==> src/rtl/ram_arbiter_pkg.sv <==
// Shared definitions for the RAM arbiter: response owner tags and common constants.
package ram_arbiter_pkg;

  typedef enum logic [1:0] {
    OWNER_NONE  = 2'd0,
    OWNER_FETCH = 2'd1,
    OWNER_DATA  = 2'd2
  } owner_t;

  localparam logic [3:0] BYTE_SELECT_WORD = 4'hF;

  localparam int STREAK_WIDTH = 4;

endpackage

==> src/rtl/ram_arbiter_priority.sv <==
// Grant selection between the fetch and data requesters. Data normally wins,
// but a waiting fetch is guaranteed a slot after MAX_DATA_STREAK data grants.
module ram_arbiter_priority
  import ram_arbiter_pkg::*;
#(
  parameter int MAX_DATA_STREAK = 4
) (
  input  logic clk,
  input  logic reset,
  input  logic fetchReq,
  input  logic dataReq,
  output logic fetchGrant,
  output logic dataGrant
);

  localparam logic [STREAK_WIDTH-1:0] STREAK_LIMIT = STREAK_WIDTH'(MAX_DATA_STREAK);

  logic [STREAK_WIDTH-1:0] streak;
  logic                    streakFull;

  assign streakFull = (streak == STREAK_LIMIT);

  // Pick the winner for this cycle; nobody is granted while reset is held.
  always_comb begin
    fetchGrant = 1'b0;
    dataGrant  = 1'b0;
    if (!reset) begin
      if (fetchReq && dataReq) begin
        fetchGrant = streakFull;
        dataGrant  = !streakFull;
      end else begin
        fetchGrant = fetchReq;
        dataGrant  = dataReq;
      end
    end
  end

  // Count consecutive data grants that made a pending fetch wait.
  always_ff @(posedge clk) begin
    if (reset) begin
      streak <= '0;
    end else if (!fetchReq || fetchGrant) begin
      streak <= '0;
    end else if (dataGrant && !streakFull) begin
      streak <= streak + 1'b1;
    end
  end

endmodule

==> src/rtl/ram_arbiter.sv <==
// Shares a single-port word RAM between the instruction fetch port and the
// data port. One RAM operation per cycle; responses return one cycle later,
// tagged to the requester that issued them. Out-of-range accesses are granted
// but never reach the RAM and come back flagged as errors.
module ram_arbiter
  import ram_arbiter_pkg::*;
#(
  parameter int DATA_WIDTH      = 32,
  parameter int MEMORY_SIZE     = 65536,
  parameter int MAX_DATA_STREAK = 4
) (
  input  logic                  clk,
  input  logic                  reset,
  input  logic                  fetchReq,
  input  logic [DATA_WIDTH-1:0] fetchAddress,
  output logic                  fetchGrant,
  output logic                  fetchValid,
  output logic [DATA_WIDTH-1:0] fetchData,
  output logic                  fetchError,
  input  logic                  dataReq,
  input  logic                  dataStore,
  input  logic [DATA_WIDTH-1:0] dataAddress,
  input  logic [DATA_WIDTH-1:0] dataWriteIn,
  input  logic [3:0]            dataByteSelect,
  output logic                  dataGrant,
  output logic                  dataValid,
  output logic [DATA_WIDTH-1:0] dataReadOut,
  output logic                  dataError,
  output logic [DATA_WIDTH-1:0] ramAddress,
  output logic [DATA_WIDTH-1:0] ramDataWrite,
  output logic [3:0]            ramByteSelect,
  output logic                  ramStore,
  output logic                  ramLoad,
  input  logic [DATA_WIDTH-1:0] ramDataRead
);

  localparam logic [DATA_WIDTH-1:0] MEMORY_LIMIT = DATA_WIDTH'(MEMORY_SIZE);

  logic                  fetchInRange;
  logic                  dataInRange;
  logic [DATA_WIDTH-1:0] lastAddress;
  owner_t                respOwner;
  logic                  respError;
  logic                  respStore;

  assign fetchInRange = (fetchAddress < MEMORY_LIMIT);
  assign dataInRange  = (dataAddress < MEMORY_LIMIT);

  ram_arbiter_priority #(
    .MAX_DATA_STREAK(MAX_DATA_STREAK)
  ) priorityUnit (
    .clk       (clk),
    .reset     (reset),
    .fetchReq  (fetchReq),
    .dataReq   (dataReq),
    .fetchGrant(fetchGrant),
    .dataGrant (dataGrant)
  );

  // Steer the winner's fields onto the RAM; strobes are suppressed for out-of-range addresses.
  always_comb begin
    ramAddress    = lastAddress;
    ramDataWrite  = '0;
    ramByteSelect = '0;
    ramStore      = 1'b0;
    ramLoad       = 1'b0;
    if (reset) begin
      ramAddress = '0;
    end else if (fetchGrant) begin
      ramAddress    = fetchAddress;
      ramByteSelect = BYTE_SELECT_WORD;
      ramLoad       = fetchInRange;
    end else if (dataGrant) begin
      ramAddress    = dataAddress;
      ramDataWrite  = dataWriteIn;
      ramByteSelect = dataByteSelect;
      ramLoad       = dataInRange && !dataStore;
      ramStore      = dataInRange && dataStore;
    end
  end

  // Remember the last issued address so it stays stable on idle cycles.
  always_ff @(posedge clk) begin
    if (reset) begin
      lastAddress <= '0;
    end else if (fetchGrant || dataGrant) begin
      lastAddress <= ramAddress;
    end
  end

  // Record who owns next cycle's response and whether it failed the range check.
  always_ff @(posedge clk) begin
    if (reset) begin
      respOwner <= OWNER_NONE;
      respError <= 1'b0;
      respStore <= 1'b0;
    end else begin
      respOwner <= OWNER_NONE;
      respError <= 1'b0;
      respStore <= 1'b0;
      if (fetchGrant) begin
        respOwner <= OWNER_FETCH;
        respError <= !fetchInRange;
      end else if (dataGrant) begin
        respOwner <= OWNER_DATA;
        respError <= !dataInRange;
        respStore <= dataStore;
      end
    end
  end

  // Route the RAM read word to the owning requester; errors and stores return zero.
  always_comb begin
    fetchValid  = !reset && (respOwner == OWNER_FETCH);
    dataValid   = !reset && (respOwner == OWNER_DATA);
    fetchError  = fetchValid && respError;
    dataError   = dataValid && respError;
    fetchData   = '0;
    dataReadOut = '0;
    if (fetchValid && !respError) begin
      fetchData = ramDataRead;
    end
    if (dataValid && !respError && !respStore) begin
      dataReadOut = ramDataRead;
    end
  end

endmodule

==> config.mk <==
export PLATFORM = sky130hd
export DESIGN_NAME = ram_arbiter
export DESIGN_NICKNAME = d
export VERILOG_FILES = /design/src/rtl/ram_arbiter_pkg.sv /design/src/rtl/ram_arbiter_priority.sv /design/src/rtl/ram_arbiter.sv
export SDC_FILE = /design/constraint.sdc
export NUM_CORES = 1
export LEC_CHECK = 0
export ABC_CLOCK_PERIOD_IN_PS = 3990
export BUFFER_PORTS_ARGS = -buffer_cell sky130_fd_sc_hd__buf_2
export CORE_AREA = 10 10 98 100
export DETAILED_ROUTE_END_ITERATION = 8
export DIE_AREA = 0 0 108 110
export PLACE_DENSITY_LB_ADDON = 0.08
export SLEW_MARGIN = 0
export SYNTH_ARGS = -nofsm -noshare
export SYNTH_HDL_FRONTEND = slang
export SYNTH_HIERARCHICAL = 1
export SYNTH_SLANG_ARGS = --single-unit
==> constraint.sdc <==
create_clock -name clk -period 3.99 [get_ports clk]
set_input_delay 0 -clock clk [delete_from_list [all_inputs] [get_ports clk]]
set_output_delay 0 -clock clk [all_outputs]
set_load 0.01 [all_outputs]
==> flow_metrics.tcl, run 1 <==
set metrics [dict create \
    hold_path_class "input pin to flip-flop" \
    cp_data_required_time_ns 3.99 \
    startpoint_type "flip-flop" \
    drt_wl_total_mm 12.39 \
    r2r-end "lastAddress[1]" \
    yosysMostFrequentCell "and2_1" \
    switchingPower_uw 276.0 \
    status "finished clean" \
    syn_nets 480 \
    synth_area_leaders "dfxtp_1 (28%), and2_1 (22%), mux2i_1 (12%)" \
    cts-resized-gates 0 \
    crit_type "flip-flop to output port" \
    area_growth_pct 63.41 \
    reg2regPathDepth 8 \
    power_frac_seq_pct 42.8 \
    yosysTopAreaCell "dfxtp_1" \
    irDropWorstVdd_mv 0.1805 \
    nNetsFinal 770 \
    antenna_found_initial 0 \
    yosysWarnings 6 \
    crit_start "priorityUnit/streak[0]" \
    die_x_um 108 \
    gr-total-overflow 0 \
    globalplace.congestion 0.9910 \
    wl_per_cell_um 16.88 \
    dpl.hpwl_mm 10.44 \
    root_buffer "clkbuf_8" \
    dieHeight_um 110 \
    grt_pass1_wl_mm 17.90 \
    syn_avg_cell_area_um2 8.263 \
    slew_viol_final 0 \
    rsz0062_at_grt "false" \
    hold_violations 0 \
    tightestPinTransition_ns 0.8743 \
    finalCriticalPeriod_ns 2.940 \
    synth_common_cells "and2_1 (99), nor2_1 (72), dfxtp_1 (40)" \
    cts.sink_count 40 \
    fin_skew_ns 0.002875 \
    place_area_mm2 0.004235 \
    clk_latency_ns 0.28 \
    ys_types 28 \
    async_reset_ff_share_pct 0 \
    intPower_uw 725.8 \
    core_mm2 0.007647 \
    arrival_ns 2.94 \
    power.leakage_uw 0.002607 \
    ios 277 \
    clk_pin_slew_ns 0.07 \
    switching_share_pct 27.55 \
    slowest_delay_ns 0.68 \
    synth_enable_flop_cells 0 \
    r2r-start "priorityUnit/streak[0]" \
    postLayoutCellArea_mm2 0.004604 \
    powerDensity_mw_per_mm2 217.6 \
    grt_pass1_vias 3357 \
    cts-buffers-inserted 5 \
    grt_util_all_layers_pct 18.71 \
    ys_seq_area_share_pct 28.42 \
    comb_power_share_pct 29.0 \
    setup-tns-final_ns 0 \
    grt_max_degree 53 \
    first_pass_iters 4 \
    synth_ff_type "dfxtp_1" \
    h-tree-depth 2 \
    die_area_mm2 0.01188 \
    pwr-share-clk_pct 28.3 \
    worst_setup_path_end_kind "output port" \
    finalSetupViolCount 0 \
    endpoint "ramAddress[28]" \
    postRouteAntennaNets 0 \
    r2r_slack_ns 1.37 \
    post-route-period-util_pct 73.68 \
    portBuffers 276 \
    ys_ff_latch 40 \
    worstPathMaxFanout 21 \
    layout-drive-gt1-share_pct 47.54 \
    routed-via-count 3321 \
    cts_tree "done" \
    synth_area_mm2 0.002818 \
    maxCapViolCount 0 \
    post_drt_via_cell_ratio 4.525 \
    synth_top_area_share_pct 28.42 \
    slew_headroom_pct 41.65 \
    drc_errors 0 \
    synthCells 341 \
    drt_iter0_drc 145 \
    start_util_pct 36.85 \
    cp_slowest_cell "o211a_1" \
    worstPathCellList "inv_1, ha_1, nand3b_1, o211a_1, buf_4, mux2_1, mux2i_1, nor2_1, buf_2" \
    fmax_mhz 340.2 \
    clock_path_buffers 2 \
    rows 32 \
]
-- routing by layer --
| layer | track usage, % | part of all wire, % |
|---|---|---|
| met5 | 0 | 0 |
| met4 | 4.294 | 0.99 |
| met3 | 5.630 | 8.6 |
| met2 | 35.04 | 54 |
| met1 | 20.14 | 37 |
-- how the worst min path moves through the flow --
stage,start,end,slack [ns],cells after the start
CTS,fetchAddress[25],lastAddress[25],0.002,3
finish,fetchAddress[25],lastAddress[25],0.009,3
detailed placement,dataStore,respStore,0.25,2
global route,fetchAddress[28],lastAddress[28],0.02,3
global placement,dataStore,respStore,0.24,2
floorplan,reset,priorityUnit/streak[3],0.08,1
-- timing repair --
action,CTS,global route
endpoints found under the hold margin,27,0
buffers inserted,0,0
setup endpoints to repair,0,0
hold buffers,27,0
-- power by group through the flow --
stage | Sequential, uW | Clock [uW] | Combinational [uW]
after floorplan | 436 | 0 | 142
after global placement | 437 | 0 | 267
after detailed placement | 438 | 0 | 271
after CTS | 429 | 294 | 292
after global routing | 431 | 308 | 323
final | 429 | 283 | 290
-- logic make-up after synthesis --
| family | synth area share (%) |
|---|---|
| AO/OA/AOI/OAI | 1.954 |
| XOR/XNOR | 0.3109 |
| adder cells (fa/ha/maj) | 0.8880 |
| buffers and inverters | 6.083 |
| flip-flops | 28.42 |
| multiplexers | 24.51 |
| AND/OR/NAND/NOR | 37.83 |
-- per-stage QoR --
| stage | power [uW] | std cells | hold slack, ns | setup slack (ns) | util (%) |
|---|---|---|---|---|---|
| 4_1_cts | 1015 | 733 | 0.002112 | 1.010 | 60.18 |
| 5_1_grt | 1061 | 733 | 0.02351 | 0.8023 | 60.18 |
| 3_3_place_gp | 704.7 | 699 | 0.2412 | 1.395 | 55.38 |
| 3_5_place_dp | 708.8 | 699 | 0.2539 | 1.342 | 55.38 |
| 6_report | 1002 | 734 | 0.008994 | 1.050 | 60.21 |
| 2_1_floorplan | 577.6 | 341 | 0.07708 | 1.748 | - |
-- cells in the final DEF, fill, tap and decap left out --
master         Yosys  routed
nor2_1            72      72
and2_1            99      99
nor2b_1            1       1
inv_1              7       7
nor3b_2            1       1
clkbuf_8           0       7
nand3_1            1       1
a211oi_4           0       1
mux2_1            26      26
nand4_1            3       3
o211a_1            1       1
mux2_2             6       6
a21oi_1            4       4
nand2b_1           1       1
diode_2            0       1
dlygate4sd3_1      0      27
a22o_1             1       1
xnor2_1            1       1
mux2i_1           33      33
dfxtp_1           40      40
o32ai_1            1       1
ha_1               2       2
buf_2             11     276
nand3b_1           1       1
nor3b_4            3       3
nor4_1             9       9
buf_4              1       5
inv_2              1       1
and2b_1            1       1
-- sequential cells by signal (all words and copies together), names as in the netlist --
register,flops
lastAddress,32
priorityUnit/streak,4
respError,1
respOwner,2
respStore,1
-- worst max-delay path: cells and delay by family (launching register included) --
family / cells / cell delay [ns]
muxes: 2 / 0.54
buffers and inverters: 3 / 0.62
AOI/OAI and AO/OA: 1 / 0.68
adders and majority gates: 1 / 0.20
and+or+nand+nor: 2 / 0.24
DFF: 1 / 0.37
-- final cells by class --
cell class / instances / area [um2]
diodes: 1 / 2.502
clock buffers: 7 / 96.34
fillers: 722 / 3043
inverters: 8 / 30.03
multi-input cells: 268 / 1858
flip-flops and latches: 40 / 800.8
well taps: 102 / 127.6
repair buffers: 308 / 1689
Note: power is estimated with default switching activity, not from simulation.
==> inputs of run 2 (changes only) <==
--- a/config.mk
+++ b/config.mk
@@ -5,11 +5,11 @@
 export SDC_FILE = /design/constraint.sdc
 export NUM_CORES = 1
 export LEC_CHECK = 0
-export ABC_CLOCK_PERIOD_IN_PS = 3990
+export ABC_CLOCK_PERIOD_IN_PS = 3050
 export BUFFER_PORTS_ARGS = -buffer_cell sky130_fd_sc_hd__buf_2
-export CORE_AREA = 10 10 98 100
+export CORE_MARGIN = 10
+export CORE_UTILIZATION = 37
 export DETAILED_ROUTE_END_ITERATION = 8
-export DIE_AREA = 0 0 108 110
 export PLACE_DENSITY_LB_ADDON = 0.08
 export SLEW_MARGIN = 0
 export SYNTH_ARGS = -nofsm -noshare
==> constraint.sdc (replaced) <==
create_clock -name clk -period 3.05 [get_ports clk]
set_input_delay 0 -clock clk [delete_from_list [all_inputs] [get_ports clk]]
set_output_delay 0 -clock clk [all_outputs]
set_load 0.01 [all_outputs]
==> run 2 against run 1 <==
  * Non-clock buffer count up 7
  * Final cell count up 0.54%
  * Wire length up 3.4%
  * Global-route usage up 2.0 points
  * Sequential power up 31%
  * Clock-buffer cell count down 1
  * Sequential cell count unchanged
  * Total power up 38%
  * Register-to-register slack worse by 0.53 ns
  * Hold slack better by 0.010 ns
  * Critical path depth unchanged
  * Clock skew up 0.0018 ns
  * Critical path type unchanged
  * Critical endpoint is now ramAddress[17]
==> flow_metrics.tcl, run 2 (synthesized netlist as in run 1, its figures left out) <==
set metrics [dict create \
    layout_commonest_cell "buf_2" \
    dp.cells 698 \
    powerDensity_mw_per_mm2 294.7 \
    arrival_ns 2.55 \
    start_util_pct 38.44 \
    root_buffer "clkbuf_8" \
    fin_skew_ns 0.004648 \
    drt_wl_total_mm 12.82 \
    power.leakage_uw 0.002642 \
    rsz0062_at_grt "false" \
    rows 31 \
    grt_pass1_wl_mm 19.30 \
    slew_headroom_pct 44.38 \
    core_mm2 0.007331 \
    antenna_cells 0 \
    status "finished clean" \
    dieHeight_um 107.3 \
    most-common-layout-cells "buf_2 (276), and2_1 (99), nor2_1 (72)" \
    die_x_um 107.3 \
    cp_slowest_cell "dfxtp_1" \
    finalCriticalPeriod_ns 2.548 \
    postLayoutCoreUtil_pct 63.77 \
    final_cells 738 \
    clock_path_buffers 2 \
    drc_errors 0 \
    post-route-period-util_pct 83.55 \
    crit_type "flip-flop to output port" \
    setup-tns-final_ns 0 \
    postCtsSetupBuffers 0 \
    worst_setup_path_end_kind "output port" \
    tightestPinTransition_ns 0.8334 \
    portBuffers 276 \
    grt_pass1_vias 3501 \
    gr-total-overflow 0 \
    slowest_delay_ns 0.38 \
    globalplace.congestion 0.9377 \
    top_regs "lastAddress: 32 flops, priorityUnit/streak: 4 flops, respOwner: 2 flops" \
    dpl.hpwl_mm 10.69 \
    hold_path_class "input pin to flip-flop" \
    cts.sink_count 40 \
    clk_pin_slew_ns 0.07 \
    cts_tree "done" \
    antenna_found_initial 0 \
    largest-register "lastAddress" \
    die_area_mm2 0.01151 \
    irDropWorstVdd_mv 0.2770 \
    maxCapViolCount 0 \
    nNetsFinal 777 \
    grt_max_degree 36 \
    cts-buffers-inserted 5 \
    postRouteAntennaNets 0 \
    finalSetupViolCount 0 \
    drt_iter0_drc 128 \
    area_growth_pct 65.90 \
    fmax_mhz 392.4 \
    clk_latency_ns 0.29 \
    largest_reg_flops 32 \
    worstPathCellList "inv_1, ha_1, nand3b_1, o211a_1, buf_4, mux2_1, mux2i_1, nor2_1, buf_2" \
    wl_per_cell_um 17.37 \
    grt_util_all_layers_pct 20.74 \
    place_ws_ns 0.8128 \
    final.setup.worst_slack_ns 0.5018 \
    first_pass_iters 4 \
    p_total_uw 1378 \
    post_drt_via_cell_ratio 4.581 \
    h-tree-depth 2 \
    fillers 667 \
    routed-via-count 3381 \
    ios 277 \
    startpoint_type "flip-flop" \
    layout-drive-gt1-share_pct 47.26 \
    hold_violations 0 \
    cp_data_required_time_ns 3.05 \
    slew_viol_final 0 \
    worstPathMaxFanout 22 \
]
## run 2: cell count changes in the layout (fill, tap and decap cells not counted), sizes merged
cell | previous run | this run
clkinv | 0 | 1
buf | 281 | 283
diode | 1 | 0
dlygate4sd3 | 27 | 32
clkbuf | 7 | 6
bufinv | 0 | 1
## run 2: critical path: cells and delay by family (launching register included)
kind                       cells  cell delay, ns
AOI/OAI and AO/OA              1            0.32
adders and majority gates      1            0.20
buffers and inverters          3            0.55
DFF                            1            0.38
muxes                          2            0.54
and+or+nand+nor                2            0.25
## run 2: final cells by class
type                            instances  area, um2  share of cell area (%)
Clock inverter                          2      35.03                  0.7495
Sequential cell                        40      800.8                   17.13
Tap cell                               99      123.9                   2.650
Inverter                                8      30.03                  0.6424
Clock buffer                            6      72.57                   1.552
Multi-Input combinational cell        268       1858                   39.75
Timing Repair Buffer                  315       1754                   37.53
## run 2: through the flow
stage                     instance area [um2]  hold slack, ns
after CTS                                4674       0.0004697
after global routing                     4674         0.05284
after floorplan                          2818         0.07708
after global placement                   4247          0.2495
final                                    4674         0.01940
after detailed placement                 4247          0.2544
## run 2: what timing repair did
action | CTS | global route
endpoints found under the hold margin | 32 | 0
hold buffers | 32 | 0
gates resized for setup | 0 | 0
## run 2: routing by layer
layer	routed length (um)	up-vias	part of all wire (%)	global-route usage, %
li1	-	1697	-	-
met1	4753	1535	37	22.30
met2	6736	140	53	38.57
met3	1197	9	9.3	6.766
met4	128	0	1.0	3.965
met5	0	-	0	0
## run 2: power breakdown
| part | switching (uW) | internal (uW) |
|---|---|---|
| Clock | 185 | 243 |
| Sequential | 8.49 | 552 |
| Combinational | 188 | 202 |
| Total | 381 | 997 |
## run 2: final timing paths
kind / start / end / slack (ns) / depth (start not counted)
max reg2reg: priorityUnit/streak[0] / lastAddress[17] / 0.84 / 8
max: priorityUnit/streak[0] / ramAddress[17] / 0.50 / 9
min: fetchAddress[23] / lastAddress[23] / 0.02 / 3
min reg2reg: priorityUnit/streak[0] / priorityUnit/streak[0] / 0.47 / 1
